`src/rtl/stage_w_writeback_if.sv`:
```
// ---------------------------------------------------------------------------
// stage_w_writeback_if
//   Bundle between the M/W pipeline register and its neighbours.
//   M-side fields are produced by the memory stage (master). W-side fields
//   are produced by the writeback stage (slave). The W-side fields feed the
//   GRF write port, the GRF write log and the W-level forwarding mux.
//
//   M side : valid_M, PC_M, A3_M, RFWD_Sel_M, ALUOut_M, DMRD_M, LoadType_M
//   W side : A3_W, RFWD_W, PC_W, RegWrite_W, valid_W, retire_cnt[CNT_W]
// ---------------------------------------------------------------------------
interface stage_w_writeback_if #(
    parameter int CNT_W = 32
);
    // M stage -> W stage
    logic             valid_M;
    logic [31:0]      PC_M;
    logic [4:0]       A3_M;
    logic [1:0]       RFWD_Sel_M;
    logic [31:0]      ALUOut_M;
    logic [31:0]      DMRD_M;
    logic [2:0]       LoadType_M;

    // W stage -> GRF / forwarding / trace
    logic [4:0]       A3_W;
    logic [31:0]      RFWD_W;
    logic [31:0]      PC_W;
    logic             RegWrite_W;
    logic             valid_W;
    logic [CNT_W-1:0] retire_cnt;

    modport master (
        output valid_M, PC_M, A3_M, RFWD_Sel_M, ALUOut_M, DMRD_M, LoadType_M,
        input  A3_W, RFWD_W, PC_W, RegWrite_W, valid_W, retire_cnt
    );

    modport slave (
        input  valid_M, PC_M, A3_M, RFWD_Sel_M, ALUOut_M, DMRD_M, LoadType_M,
        output A3_W, RFWD_W, PC_W, RegWrite_W, valid_W, retire_cnt
    );
endinterface

```
`src/rtl/stage_w_writeback.sv`:
```
// ---------------------------------------------------------------------------
// stage_w_writeback
//   Writeback stage of the 5-stage MIPS pipeline.
//   - Holds the M/W pipeline register (never stalls, 1-cycle latency).
//   - Extends load data from the raw aligned DM word.
//   - Selects the GRF write value (ALU result, load data, or PC+8 for links).
//   - Counts retired instructions for trace cross-checking.
//
// Ports
//   clk    : system clock, all state on posedge
//   reset  : synchronous, active-high
//   wb     : stage_w_writeback_if.slave (M fields in, W fields out)
//
// Parameters
//   RESET_PC : PC_W after reset (IM base)
//   CNT_W    : retired-instruction counter width
//
// Every output is derived from W registers only, so there is no path from
// the M inputs to any output.
// ---------------------------------------------------------------------------
module stage_w_writeback #(
    parameter logic [31:0] RESET_PC = 32'h0000_3000,
    parameter int          CNT_W    = 32
) (
    input  logic                 clk,
    input  logic                 reset,
    stage_w_writeback_if.slave   wb
);

    // Write-source select encoding
    localparam logic [1:0] SEL_ALU  = 2'b00;
    localparam logic [1:0] SEL_LOAD = 2'b01;
    localparam logic [1:0] SEL_LINK = 2'b10;

    // Load-type encoding; anything unlisted behaves as lw
    localparam logic [2:0] LT_LW  = 3'b000;
    localparam logic [2:0] LT_LBU = 3'b001;
    localparam logic [2:0] LT_LB  = 3'b010;
    localparam logic [2:0] LT_LHU = 3'b011;
    localparam logic [2:0] LT_LH  = 3'b100;

    localparam logic [CNT_W-1:0] CNT_ONE = {{(CNT_W-1){1'b0}}, 1'b1};

    // -----------------------------------------------------------------------
    // M/W pipeline register
    // -----------------------------------------------------------------------
    logic             valid_w_q;
    logic [4:0]       a3_w_q;
    logic [31:0]      pc_w_q;
    logic [1:0]       sel_w_q;
    logic [31:0]      alu_w_q;
    logic [31:0]      dmrd_w_q;
    logic [2:0]       ldtype_w_q;
    logic [CNT_W-1:0] cnt_q;

    always_ff @(posedge clk) begin
        if (reset) begin
            // Reset wins over capture: the in-flight instruction is dropped
            // and not counted.
            valid_w_q  <= 1'b0;
            a3_w_q     <= 5'd0;
            pc_w_q     <= RESET_PC;
            sel_w_q    <= SEL_ALU;
            alu_w_q    <= 32'd0;
            dmrd_w_q   <= 32'd0;
            ldtype_w_q <= LT_LW;
            cnt_q      <= '0;
        end else begin
            valid_w_q  <= wb.valid_M;
            // A bubble must never look like a write, so its destination is
            // forced to $0; the remaining fields are captured regardless.
            a3_w_q     <= wb.valid_M ? wb.A3_M : 5'd0;
            pc_w_q     <= wb.PC_M;
            sel_w_q    <= wb.RFWD_Sel_M;
            alu_w_q    <= wb.ALUOut_M;
            dmrd_w_q   <= wb.DMRD_M;
            ldtype_w_q <= wb.LoadType_M;
            // Free-running wrap, no saturation.
            if (wb.valid_M)
                cnt_q <= cnt_q + CNT_ONE;
        end
    end

    // -----------------------------------------------------------------------
    // Load extension
    //   Byte lane picked by the full 2-bit offset; halfword lane by off[1]
    //   only (misaligned halfwords are not trapped here).
    // -----------------------------------------------------------------------
    function automatic logic [31:0] load_ext(
        input logic [31:0] word,
        input logic [1:0]  off,
        input logic [2:0]  ltype
    );
        logic [7:0]  b;
        logic [15:0] h;
        logic [31:0] r;
        b = word[{off, 3'b000} +: 8];
        h = off[1] ? word[31:16] : word[15:0];
        case (ltype)
            LT_LBU:  r = {24'd0, b};
            LT_LB:   r = {{24{b[7]}}, b};
            LT_LHU:  r = {16'd0, h};
            LT_LH:   r = {{16{h[15]}}, h};
            default: r = word;
        endcase
        return r;
    endfunction

    // -----------------------------------------------------------------------
    // Write-value select (combinational from W registers)
    // -----------------------------------------------------------------------
    logic [31:0] rfwd;

    always_comb begin
        rfwd = alu_w_q;
        case (sel_w_q)
            SEL_LOAD: rfwd = load_ext(dmrd_w_q, alu_w_q[1:0], ldtype_w_q);
            SEL_LINK: rfwd = pc_w_q + 32'd8;   // link address, wraps at 2^32
            default:  rfwd = alu_w_q;          // 00 and reserved 11
        endcase
    end

    // -----------------------------------------------------------------------
    // Outputs
    // -----------------------------------------------------------------------
    assign wb.valid_W    = valid_w_q;
    assign wb.A3_W       = a3_w_q;
    assign wb.PC_W       = pc_w_q;
    assign wb.RFWD_W     = rfwd;
    // Writes to $0 are suppressed here; the value is still computed so the
    // forwarding path sees a consistent RFWD_W.
    assign wb.RegWrite_W = valid_w_q && (a3_w_q != 5'd0);
    assign wb.retire_cnt = cnt_q;

endmodule

```
`src/flat_wrapper.sv`:
```
// flat-port wrapper written by rule: the top's interface ports become plain ports
module stage_w_writeback_flat 
#(
    parameter logic [31:0] RESET_PC = 32'h0000_3000,
    parameter int          CNT_W    = 32
)
  (clk, reset, wb_valid_M, wb_PC_M, wb_A3_M, wb_RFWD_Sel_M, wb_ALUOut_M, wb_DMRD_M, wb_LoadType_M, wb_A3_W, wb_RFWD_W, wb_PC_W, wb_RegWrite_W, wb_valid_W, wb_retire_cnt);
  stage_w_writeback_if #(.CNT_W(CNT_W)) wb_i ();
  input  logic clk;
  input  logic reset;
  input wire logic [$bits(wb_i.valid_M)-1:0] wb_valid_M;
  input wire logic [$bits(wb_i.PC_M)-1:0] wb_PC_M;
  input wire logic [$bits(wb_i.A3_M)-1:0] wb_A3_M;
  input wire logic [$bits(wb_i.RFWD_Sel_M)-1:0] wb_RFWD_Sel_M;
  input wire logic [$bits(wb_i.ALUOut_M)-1:0] wb_ALUOut_M;
  input wire logic [$bits(wb_i.DMRD_M)-1:0] wb_DMRD_M;
  input wire logic [$bits(wb_i.LoadType_M)-1:0] wb_LoadType_M;
  output wire logic [$bits(wb_i.A3_W)-1:0] wb_A3_W;
  output wire logic [$bits(wb_i.RFWD_W)-1:0] wb_RFWD_W;
  output wire logic [$bits(wb_i.PC_W)-1:0] wb_PC_W;
  output wire logic [$bits(wb_i.RegWrite_W)-1:0] wb_RegWrite_W;
  output wire logic [$bits(wb_i.valid_W)-1:0] wb_valid_W;
  output wire logic [$bits(wb_i.retire_cnt)-1:0] wb_retire_cnt;
  assign wb_i.valid_M = wb_valid_M;
  assign wb_i.PC_M = wb_PC_M;
  assign wb_i.A3_M = wb_A3_M;
  assign wb_i.RFWD_Sel_M = wb_RFWD_Sel_M;
  assign wb_i.ALUOut_M = wb_ALUOut_M;
  assign wb_i.DMRD_M = wb_DMRD_M;
  assign wb_i.LoadType_M = wb_LoadType_M;
  assign wb_A3_W = wb_i.A3_W;
  assign wb_RFWD_W = wb_i.RFWD_W;
  assign wb_PC_W = wb_i.PC_W;
  assign wb_RegWrite_W = wb_i.RegWrite_W;
  assign wb_valid_W = wb_i.valid_W;
  assign wb_retire_cnt = wb_i.retire_cnt;
  stage_w_writeback #(.RESET_PC(RESET_PC), .CNT_W(CNT_W)) u_core (.clk(clk), .reset(reset), .wb(wb_i));
endmodule
```
`config.mk`:
```
export PLATFORM = sky130hd
export DESIGN_NAME = stage_w_writeback_flat
export DESIGN_NICKNAME = d
export VERILOG_FILES = /design/src/rtl/stage_w_writeback_if.sv /design/src/rtl/stage_w_writeback.sv /design/src/flat_wrapper.sv
export SDC_FILE = /design/constraint.sdc
export NUM_CORES = 1
export LEC_CHECK = 0
export BUFFER_PORTS_ARGS = -buffer_cell sky130_fd_sc_hd__buf_2
export CAP_MARGIN = 20
export CORE_MARGIN = 2
export CORE_UTILIZATION = 54
export DETAILED_ROUTE_END_ITERATION = 6
export PLACE_DENSITY = 0.94
export SETUP_SLACK_MARGIN = 0.4
export SLEW_MARGIN = 10
export SYNTH_ARGS = -nofsm -noshare
export SYNTH_HDL_FRONTEND = slang
export SYNTH_SLANG_ARGS = --single-unit
```
`constraint.sdc`:
```
create_clock -name clk -period 3.9 [get_ports clk]
set_input_delay 0.195 -clock clk [delete_from_list [all_inputs] [get_ports clk]]
set_output_delay 0.195 -clock clk [all_outputs]
set_load 0.005 [all_outputs]
```
==> results.md, run 1 <==
- Power Density: 418 nW/um2
- Worst slew margin: 0.302
- Sequential area share after synthesis: 0.450
- Drt wl/cell: 18.5 um
- Total chip power: 0.00362 W
- Total wire length: 20.7 mm
- M1 WL: 7.39 mm
- Slowest cell delay on critical path: 0.53 ns
- CTS Buffer Depth: 2
- R2R setup slack: 1.74 ns
- Worst reg2reg path endpoint: u_core.wb.retire_cnt[28]$_SDFFE_PP0P_
- HPWL after DPL: 13.1 mm
- Combinational share of power: 0.116
- Number of flops mapped to enable cells by yosys: 0
- Avg Inst Size Synth: 8.91 um2
- Pre-CTS setup slack: 1.24 ns
- Reg-to-reg startpoint: u_core.wb.retire_cnt[0]$_SDFFE_PP0P_
- Hold Path Class: input port to register
- Die area: 12300 um2
- Final Hold Slack: 0.000620 ns
- RSZ-0062 raised after global routing: no
- Worst vdd ir: 0.504 mV
- Fraction of layout cells with a size suffix above 1: 0.272
- Largest net degree at the start of global routing: 105
- FFs w/ async S/R, synth: 0
- DR vias/cell: 5.79
- GRT overflow: 0
- Mapped cell area: 6180 um2
- I/O pin count: 212
- Final Critical Period: 3.18 ns
- Critical-path top delay cell: nor3_1
- Die width: 111 um
- Leak: 3.67 nW
- Commonest cells in the netlist: dfxtp_1, nor2b_1, nand2_1
- DR pass1 iterations: 5
- CTS root buf: clkbuf_16
- CP required: 3.70 ns
- Status: finished clean
- R2R depth: 6
- Cts repair resizes: 0
- Crit-path max FO: 7
- Vias: 6474
- Post-DRT Antenna Nets: 0
- Primary FF master, synth: dfxtp_1
- Period Utilization, post-route: 0.815
- Crit. End Element: output pin
- Clock sinks: 139
- Max Slew Vio Count: 0
- Die Y: 111 um
- Final core occ: 0.769
- Inserted Clock Buffers: 17
- Crit path cell chain: ha_1 -> nand3_1 -> nor3_1 -> nor4bb_1 -> xnor2_1 -> o221ai_1 -> buf_2
- Register bit total from synthesis: 139
- Max-capacitance violation count: 0
- Clock network fraction of total power: 0.458
- Int Power: 0.00275 W
- Hold EP: u_core.alu_w_q[9]$_SDFF_PP0_
- Met2 wire length: 10.1 mm
- Number of port buffers: 211
- Critical path startpoint category: register
- Achievable frequency: 315 MHz
- H-tree levels: 4
- Arr. time, crit path: 2.98 ns
- Number of fill cells: 699
- Setup violations, final: 0
- Site Rows: 39
- Layout Nets: 1077
- Gpl congestion: 1.03
- Met3 wire length: 2.26 mm
- Remaining DRCs: 0
- Switch share: 0.241
- Top sig layer: met4
- Post-Syn Instances: 694
- Skew final: 0.00628 ns
- Number of DRC markers in iteration 0: 690
- Worst setup margin: 0.723 ns
- Top-area cell type share of the netlist area: 0.450
- Count leader, synth: dfxtp_1
- Leading area contributor after synthesis: dfxtp_1
- Setup TNS Final: 0 ns
- Antenna violations before repair: 0
- Clock slew at reported path FFs: 0.06 ns
- GRT Overall Usage: 0.335
- CTS tree: yes
- Area of the multi-input gates: 3160 um2
- Vias in the first global route: 6302
- Worst slew pin tran: 1.05 ns
- HP Start: wb_ALUOut_M[9]
- First-pass GRT wire length: 32.8 mm
- Final hold violation count: 0
- Register Area: 2780 um2
- Synth warn: 0
- Synth unique cells: 55
- Synthesis-to-finish area growth: 40.3%
- Switch Pwr: 0.000873 W
- Core area: 11300 um2
- Syn Nets: 807
- # diodes: 0
- Sequential share of power: 0.426
- Worst skew pair latency: 0.42 ns
- Hold Crit Depth: 2
- Initial Util: 0.548
- Synth top area cells: dfxtp_1, nor2b_1, xnor2_1
- Critical path class: register to output pin
-- power by group through the flow --
stage / combinational (W) / clock, W / sequential [W]
floorplan: 0.000198 / 0 / 0.00155
global placement: 0.000332 / 0 / 0.00157
detailed placement: 0.000339 / 0 / 0.00157
CTS: 0.000402 / 0.00167 / 0.00154
global route: 0.000455 / 0.00174 / 0.00155
finish: 0.000421 / 0.00166 / 0.00154
-- layout by cell type, fill, tap and decap left out, types with 14 or more instances in the layout --
cell type,synthesis,final
a22oi_1,17,17
clkbuf_16,0,17
buf_2,4,210
dfxtp_1,139,139
xnor2_1,33,32
nor3_1,16,16
nand2_1,46,46
nand3_1,21,21
nor2_1,44,44
o211ai_1,15,15
dlygate4sd3_1,0,78
xor2_1,18,18
nor4_1,15,15
o21ai_0,42,42
nand4_1,14,14
nor2b_1,105,104
-- logic make-up (layout without fill, tap and decap cells) --
kind of cell	after synthesis	after routing	share of synthesized area
compound gates	123	123	0.131
xor+xnor	52	52	0.0749
fa+ha+maj	4	4	0.00810
buf+inv	57	339	0.0409
flops	139	139	0.450
mux	12	12	0.0215
simple gates	307	307	0.274
-- timing repair --
| item | 4_1_cts | 5_1_grt |
|---|---|---|
| hold buffers | 75 | 3 |
| buffers inserted | 0 | 0 |
| hold endpoints to repair | 75 | 3 |
-- per-layer routing --
metal  GRT usage  vias up
met2       0.561      472
met3       0.109       87
met1       0.386     2958
li1            -     2957
met4       0.164        0
met5           0        -
-- stage by stage --
step | cells | area, um2
4_1_cts | 1115 | 8630
3_5_place_dp | 1009 | 7270
3_3_place_gp | 1008 | 7250
5_1_grt | 1119 | 8670
6_report | 1119 | 8670
2_1_floorplan | 694 | 6180
-- worst max-delay path by stage --
stage,slack (ns),start,cells after the start,end
2_1_floorplan,1.98,u_core.wb.PC_W[3]$_SDFF_PP0_,6,wb_RFWD_W[29]
3_3_place_gp,1.06,u_core.sel_w_q[0]$_SDFF_PP0_,8,wb_RFWD_W[2]
3_5_place_dp,1.24,u_core.sel_w_q[0]$_SDFF_PP0_,6,wb_RFWD_W[27]
4_1_cts,0.72,u_core.sel_w_q[0]$_SDFF_PP0_,6,wb_RFWD_W[27]
5_1_grt,0.57,u_core.sel_w_q[0]$_SDFF_PP0_,8,wb_RFWD_W[6]
6_report,0.72,u_core.wb.PC_W[3]$_SDFF_PP0_,7,wb_RFWD_W[31]
-- state kept, by name (all words and copies together) (netlist names) --
register,flops
u_core.wb.PC_W,32
u_core.ldtype_w_q,3
u_core.wb.A3_W,5
u_core.wb.valid_W,1
u_core.alu_w_q,32
u_core.dmrd_w_q,32
u_core.wb.retire_cnt,32
u_core.sel_w_q,2
-- cell type report --
class	count	share of cell area
Multi-Input combinational cell	498	0.364
Clock inverter	10	0.0162
Tap cell	143	0.0206
Sequential cell	139	0.321
Inverter	13	0.00563
Clock buffer	21	0.0542
Timing Repair Buffer	295	0.219
-- worst max-delay path: cells and delay by family (launching register included) --
kind | cells | cell delay, ns
AOI/OAI and AO/OA | 1 | 0.16
xor gates and xnor gates | 1 | 0.19
adders and majority gates | 1 | 0.26
buffers and inverters | 1 | 0.18
DFF | 1 | 0.40
and+or+nand+nor | 3 | 1.37
Note: power is estimated with default switching activity, not from simulation.
==> run 2: changes to the inputs <==
- CORE_UTILIZATION: 54 -> 45
- PLACE_DENSITY: 0.94 -> 0.85
- clock period: 3.9 -> 2.6 ns (I/O delays scaled with it)
==> run 2 against run 1 <==
Effect of this change:
- sequential power up 51%
- core utilization is 4.7 points lower
- clock power is 35% higher
- register-to-register slack worse by 1.2 ns
- final cell count rose by 8.3%
- first-iteration DRC count is 13% lower
- count of clock-buffer cells in the layout unchanged
- critical path type unchanged
==> results.md, run 2 (synthesis results as in run 1) <==
- CTS root buf: clkbuf_16
- Final Critical Period: 2.36 ns
- Final hold violation count: 0 (unchanged)
- Total wire length: 23.1 mm (+12%)
- Die Y: 121 um (+9.2%)
- Remaining DRCs: 0 (unchanged)
- Gpl congestion: 0.964 (-6.1%)
- CP required: 2.47 ns (-1.23 ns)
- Crit-path max FO: 7 (unchanged)
- Critical path class: register to output pin
- Setup violations, final: 0 (unchanged)
- Vias in the first global route: 6372 (+1.1%)
- # diodes: 0 (unchanged)
- Number of fill cells: 902 (+29%)
- Inserted Clock Buffers: 17 (unchanged)
- Max-capacitance violation count: 0 (unchanged)
- Layout Nets: 1139 (+5.8%)
- DR pass1 iterations: 5 (unchanged)
- Post-DRT Antenna Nets: 0 (unchanged)
- DR vias/cell: 5.54 (-4.2%)
- Die width: 121 um (+9.2%)
- Number of port buffers: 211 (unchanged)
- Achievable frequency: 424 MHz
- Power Density: 556 nW/um2 (+33%)
- Clock sinks: 139 (unchanged)
- HPWL after DPL: 13.8 mm (+5.3%)
- Crit. End Element: output pin
- H-tree levels: 4 (unchanged)
- Combinational share of power: 0.150 (+0.034)
- Worst slew pin tran: 0.515 ns (-0.531 ns)
- GRT Overall Usage: 0.300 (-0.0349)
- Number of DRC markers in iteration 0: 600 (-13%)
- Fraction of layout cells with a size suffix above 1: 0.350 (+0.0789)
- Die area: 14700 um2 (+19%)
- I/O pin count: 212 (unchanged)
- Worst slew margin: 0.655 (+0.353)
- Worst vdd ir: 0.465 mV (-7.7%)
- Sequential share of power: 0.432 (+0.006)
- Arr. time, crit path: 2.23 ns (-0.75 ns)
- Status: finished clean
- Drt wl/cell: 19.1 um (+3.1%)
- Leak: 4.09 nW (+11%)
- Vias: 6718 (+3.8%)
- Non-filler cells, final: 1212 (+8.3%)
- Switch Pwr: 0.00137 W (+57%)
- Clock network fraction of total power: 0.417 (-0.041)
- GRT overflow: 0 (unchanged)
- Switch share: 0.256 (+0.0148)
- Core area: 13300 um2 (+18%)
- Synthesis-to-finish area growth: 56.1%
- CTS tree: yes
- Commonest non-fill, non-tap cells in the layout: buf_2, dfxtp_1, dlygate4sd3_1, nor2b_1, nand2_1
- Placed cell count: 1053 (+4.4%)
- CTS Buffer Depth: 2 (unchanged)
- Int Power: 0.00399 W (+45%)
- Initial Util: 0.463 (-0.0853)
- Worst skew pair latency: 0.42 ns (about the same)
- Commonest non-fill, non-tap cell in the layout: buf_2
- Area of the multi-input gates: 3520 um2 (+11%)
- Skew final: 0.00536 ns (-0.000922 ns)
- Setup TNS Final: 0 ns (unchanged)
- Max Slew Vio Count: 0 (unchanged)
- RSZ-0062 raised after global routing: yes
- Period Utilization, post-route: 0.908
- Clock slew at reported path FFs: 0.06 ns (about the same)
- Largest net degree at the start of global routing: 65 (-38%)
- Critical path startpoint category: register
- Hold Path Class: input port to register
- Register Area: 2820 um2 (+1.4%)
- Site Rows: 42 (+7.7%)
- Antenna violations before repair: 0 (unchanged)
- First-pass GRT wire length: 33.8 mm (+3.2%)
- Total chip power: 0.00536 W (+48%)
-- run 2: changes by cell type in the layout (fill, tap and decap cells not counted), moves of 9 or more --
cell / previous run / this run
dfxtp_2: 0 / 20
dlygate4sd3_1: 78 / 106
o21ai_1: 0 / 14
o21ai_0: 42 / 25
dfxtp_1: 139 / 115
o221ai_1: 11 / 0
o221ai_2: 0 / 9
buf_4: 5 / 29
-- run 2: worst max-delay path, stage by stage (launching register included) --
cell and delay [ns]:
dfxtp_2 0.35, mux4_2 0.58, o221a_4 0.27, nor2_4 0.16, buf_6 0.17, o211ai_1 0.12, buf_2 0.17
-- run 2: final timing paths --
kind	cells past startpoint	end	from	slack, ns
worst max-delay path	6	wb_RFWD_W[23]	u_core.alu_w_q[1]$_SDFF_PP0_	0.24
worst max register to register	5	u_core.wb.retire_cnt[25]$_SDFFE_PP0P_	u_core.wb.retire_cnt[11]$_SDFFE_PP0P_	0.55
worst min register to register	2	u_core.wb.retire_cnt[31]$_SDFFE_PP0P_	u_core.wb.retire_cnt[31]$_SDFFE_PP0P_	0.51
worst min-delay path	3	u_core.wb.retire_cnt[0]$_SDFFE_PP0P_	wb_valid_M	0.09
-- run 2: per-layer routing --
layer  global-route usage  up-vias  wire (um)
li1                     -     3076          -
met1                0.348     3128       8650
met2                0.519      413      11300
met3               0.0808      101       1990
met4                0.131        0       1160
met5                    0        -          0
-- run 2: power groups by stage --
stage / sequential (W) / combinational (W) / clock [W]
3_3_place_gp: 0.00235 / 0.000533 / 0
5_1_grt: 0.00232 / 0.000860 / 0.00236
6_report: 0.00232 / 0.000805 / 0.00224
4_1_cts: 0.00231 / 0.000713 / 0.00225
2_1_floorplan: 0.00232 / 0.000298 / 0
3_5_place_dp: 0.00235 / 0.000539 / 0
-- run 2: cell type report --
| class | instances | area share |
|---|---|---|
| multi-input combinational | 498 | 0.365 |
| sequential | 139 | 0.293 |
| timing repair buffer | 357 | 0.260 |
| clock buffer | 21 | 0.0477 |
| tap | 176 | 0.0228 |
| clock inverter | 8 | 0.00752 |
| inverter | 13 | 0.00506 |
-- run 2: stage by stage --
stage | utilization | area (um2) | setup WS (ns) | hold slack (ns)
floorplan | - | 6180 | 0.742 | 0.234
global placement | 0.554 | 7400 | 0.425 | 0.315
detailed placement | 0.554 | 7400 | 0.375 | 0.326
CTS | 0.697 | 9300 | 0.280 | 0.00109
global route | 0.723 | 9650 | 0.180 | 0.115
finish | 0.723 | 9650 | 0.239 | 0.0885
-- run 2: repair_timing --
| item | in CTS | in global routing |
|---|---|---|
| buffers inserted | 5 | 16 |
| pin swaps | 24 | 22 |
| endpoints found under the hold margin | 105 | 1 |
| hold buffers | 105 | 1 |
| gates cloned | 1 | 2 |
| gates resized for setup | 74 | 52 |
| setup endpoints to repair | 32 | 33 |
